`src/rtl/mem_port_arbiter.sv`:
```
// Two-requester round-robin arbiter in front of a single-write/single-read register memory.
// Mixed read/write pairs share the ports in one cycle; same-type pairs alternate via prio.
module mem_port_arbiter #(
  parameter int ADDR_W = 4,
  parameter int DATA_W = 8,
  parameter int CNT_W  = 8
) (
  input  logic              clk,
  input  logic              rst,
  input  logic              req0,
  input  logic              rw0,
  input  logic [ADDR_W-1:0] addr0,
  input  logic [DATA_W-1:0] wdata0,
  output logic              gnt0,
  output logic              rvalid0,
  input  logic              req1,
  input  logic              rw1,
  input  logic [ADDR_W-1:0] addr1,
  input  logic [DATA_W-1:0] wdata1,
  output logic              gnt1,
  output logic              rvalid1,
  output logic [DATA_W-1:0] rdata,
  output logic              mem_rstn,
  output logic              mem_we,
  output logic [ADDR_W-1:0] mem_waddr,
  output logic [DATA_W-1:0] mem_wdata,
  output logic              mem_re,
  output logic [ADDR_W-1:0] mem_raddr,
  input  logic [DATA_W-1:0] mem_rdata,
  output logic [CNT_W-1:0]  contention_cnt
);

  logic prio;       // 0: requester 0 wins a same-type tie
  logic rown_vld;   // a read was granted last cycle
  logic rown;       // owner of that read
  logic same_type;

  assign same_type = req0 & req1 & (rw0 == rw1);

  always_comb begin
    gnt0      = 1'b0;
    gnt1      = 1'b0;
    mem_we    = 1'b0;
    mem_re    = 1'b0;
    mem_waddr = '0;
    mem_wdata = '0;
    mem_raddr = '0;
    if (!rst) begin
      gnt0 = req0 & (~same_type | ~prio);
      gnt1 = req1 & (~same_type |  prio);
      if (gnt0 & rw0) begin
        mem_we    = 1'b1;
        mem_waddr = addr0;
        mem_wdata = wdata0;
      end else if (gnt1 & rw1) begin
        mem_we    = 1'b1;
        mem_waddr = addr1;
        mem_wdata = wdata1;
      end
      if (gnt0 & ~rw0) begin
        mem_re    = 1'b1;
        mem_raddr = addr0;
      end else if (gnt1 & ~rw1) begin
        mem_re    = 1'b1;
        mem_raddr = addr1;
      end
    end
  end

  always_ff @(posedge clk or posedge rst) begin
    if (rst) begin
      prio           <= 1'b0;
      rown_vld       <= 1'b0;
      rown           <= 1'b0;
      contention_cnt <= '0;
    end else begin
      rown_vld <= mem_re;
      rown     <= gnt1 & ~rw1;
      if (same_type) begin
        prio <= ~prio;
        if (contention_cnt != '1) contention_cnt <= contention_cnt + CNT_W'(1);
      end
    end
  end

  // Memory read is registered, so rdata is simply forwarded and qualified by rvalid.
  assign rvalid0  = rown_vld & ~rown;
  assign rvalid1  = rown_vld &  rown;
  assign rdata    = mem_rdata;
  assign mem_rstn = ~rst;

endmodule

```
`config.mk`:
```
export PLATFORM = sky130hd
export DESIGN_NAME = mem_port_arbiter
export DESIGN_NICKNAME = d
export VERILOG_FILES = /design/src/rtl/mem_port_arbiter.sv
export SDC_FILE = /design/constraint.sdc
export NUM_CORES = 1
export LEC_CHECK = 0
export CAP_MARGIN = 40
export CORE_MARGIN = 4
export CORE_UTILIZATION = 34
export DETAILED_ROUTE_END_ITERATION = 12
export GPL_ROUTABILITY_DRIVEN = 0
export PLACE_DENSITY = 0.91
export SYNTH_ARGS = -nofsm -noshare
export SYNTH_HDL_FRONTEND = slang
export SYNTH_SLANG_ARGS = --single-unit
```
`constraint.sdc`:
```
create_clock -name clk -period 2.95 [get_ports clk]
set_input_delay 0.295 -clock clk [delete_from_list [all_inputs] [get_ports clk]]
set_output_delay 0.295 -clock clk [all_outputs]
set_load 0.03 [all_outputs]
```
==> results of run 1 <==
-- power breakdown --
part	total [mW]	internal (mW)	switching, mW
sequential	0.246	0.191	0.0556
combinational	0.381	0.176	0.206
clock	0.101	0.0523	0.0486
-- critical path, cell delays in order --
cell and delay, ps:
clkdlybuf4s50_1 630, nand3_1 140, nand3_1 330, nand2_1 110, a21oi_1 210, clkdlybuf4s50_1 710
-- worst paths after layout --
check,start,endpoint,slack (ps),depth (start not counted)
setup / recovery,req1,mem_wdata[5],230,6
hold / removal,rst,prio$_DFFE_PP0N_,440,3
setup reg to reg,contention_cnt[5]$_DFFE_PP0P_,contention_cnt[1]$_DFFE_PP0P_,1500,3
hold reg to reg,contention_cnt[7]$_DFFE_PP0P_,contention_cnt[7]$_DFFE_PP0P_,510,1
max in group asynchronous,rst,contention_cnt[0]$_DFFE_PP0P_,2360,3
min in group clk,contention_cnt[7]$_DFFE_PP0P_,contention_cnt[7]$_DFFE_PP0P_,510,1
-- sequential cells by signal, summed over array words and instances, names as in the netlist --
name            count
contention_cnt      8
prio                1
rown                1
rown_vld            1
-- final cells by class --
type	instances	area share (%)
Sequential cell	11	18.1
Timing Repair Buffer	62	40.5
Multi-Input combinational cell	93	36.3
Tap cell	30	2.47
Clock buffer	4	1.73
Inverter	4	0.987
-- logic make-up (layout without fill, tap and decap cells) --
group           after synthesis  in the layout  synth area share [%]
compound gates               21             21                  14.3
fa+ha+maj                     1              1                  1.36
simple gates                 60             60                  32.1
flops                        11             11                  29.9
buf+inv                      16             70                  10.2
xor+xnor                      5              5                  5.57
mux                           6              6                  6.66
-- per-stage QoR --
stage | std cells | hold WS (ps)
floorplan | 120 | 271
global placement | 200 | 481
detailed placement | 200 | 501
CTS | 204 | 443
global route | 204 | 477
finish | 204 | 442
-- routing by layer --
layer,routed length [um],vias up,global-route usage [%]
met1,1150,485,19.7
met4,0,0,2.22
li1,-,514,-
met5,0,-,0
met2,1590,31,27.3
met3,181,0,4.97
-- Yosys cell counts, drive strengths merged --
library cell,count
o21a,1
xnor2,2
nor4,2
nand2,34
and2,2
a31oi,2
nand2b,1
a21oi,14
and3,3
o21ai,1
inv,4
xor2,3
nand4,1
nand3,5
a41oi,2
clkbuf,2
and4,2
mux2,1
ha,1
dfrtp,11
nor3,2
nor2b,2
buf,10
mux2i,5
and4b,1
nor2,5
o21bai,1
==> flow_metrics.tcl, run 1 <==
set metrics [dict create \
    status "complete, no violations" \
    clock-sinks 11 \
    grt_pass1_wl_um 4350 \
    final_area_um2 1520 \
    critPathLaunchType "primary input" \
    maxCapViolations 0 \
    rsz0062_at_grt "false" \
    endpoint_kind "output pin" \
    grt_overflow 0 \
    syn_area_per_cell_um2 7.67 \
    ioPinCount 77 \
    multi_input_area_um2 552 \
    final_core_util_pct 60.3 \
    antenna_found_initial 0 \
    max_freq_ghz 0.368 \
    synthTopCellsByArea "dfrtp_1 30%, nand2_1 14%, a21oi_1 7.6%" \
    grt_usage_pct 15.9 \
    syn-cell-area_um2 921 \
    dieArea_um2 3610 \
    postCtsSetupBuffers 0 \
    final-seq-area_um2 275 \
    dpl_cell_area_um2 1500 \
    vdd.ir_drop.worst_v 0.000511 \
    relSlewSlack_pct 72.0 \
    cp_data_required_time_ps 2650 \
    critPathMaxFanout 12 \
    final_layout_size_suffix_gt1_share_pct 6.32 \
    detail-route-antenna-nets 0 \
    vias 1030 \
    cp.arrival_ps 2420 \
    drt_iter0_drc 43 \
    path_clk_slew_ps 70 \
    rows 18 \
    tightest_slew_ps 419 \
    area_growth_pct 65.2 \
    wire_per_inst_um 14.3 \
    timing.final.crit_share_pct 92.1 \
    numCtsBuffers 3 \
    ys_warn_count 0 \
    powerDensity_nw_per_um2 479 \
    cts_tree "built" \
    synth_cell_type_count 33 \
    ctsResizeCount 0 \
    period_needed_ps 2720 \
    routed_wl_um 2920 \
    clock_path_buffers 2 \
    hold_class "primary input to async pin" \
    ctsHoldBuffers 0 \
    power.total_mw 0.729 \
    post-place-ws_ps 246 \
    dr.pass1.iters 4 \
    mostFrequentLayoutCells "60 x clkdlybuf4s50_1, 34 x nand2_1, 14 x a21oi_1, 11 x dfrtp_1" \
    viasPerCell 5.05 \
    die_width_um 60.0 \
    drc 0 \
    leakage_nw 0.673 \
    layout_commonest_cell "clkdlybuf4s50_1" \
    synth_nets 159 \
    grt_pass1_vias 937 \
    clock_skew_ps 0.962 \
    netlist.top_cell.by_area "dfrtp_1" \
    io_buffers 60 \
    cts_max_level 1 \
    grt_max_degree 14 \
    ys_seq_elements 11 \
    insertedDiodeCount 0 \
    yosys.area.top_type_share_pct 29.9 \
    synth_cells 120 \
    setup_violations 0 \
    cts_root_buf "clkbuf_4" \
    finalNetCount 214 \
    initial_core_util_pct 36.5 \
    setup.worst_path.class "primary input to output pin" \
    core-area_um2 2520 \
    place_hpwl_um 2460 \
    clkLatencyLatePin_ps 260 \
    finalMaxSlewViolations 0 \
    hold_viol_final 0 \
    fill_cells 230 \
    yosysSeqAreaShare_pct 29.9 \
    worst_slack_ps 234 \
    die_h_um 60.0 \
    setup_tns_ps 0 \
]
Note: power is estimated with default switching activity, not from simulation.
==> run 2, diff against run 1 <==
GPL_ROUTABILITY_DRIVEN = unset   (was 0)
==> results of run 2 <==
No change in the layout: final DEF, timing and power equal those of run 1.
==> run 3, diff against run 2 <==
SLEW_MARGIN = 5   (was unset)
==> results of run 3 <==
No change in the layout: final DEF, timing and power equal those of run 1.
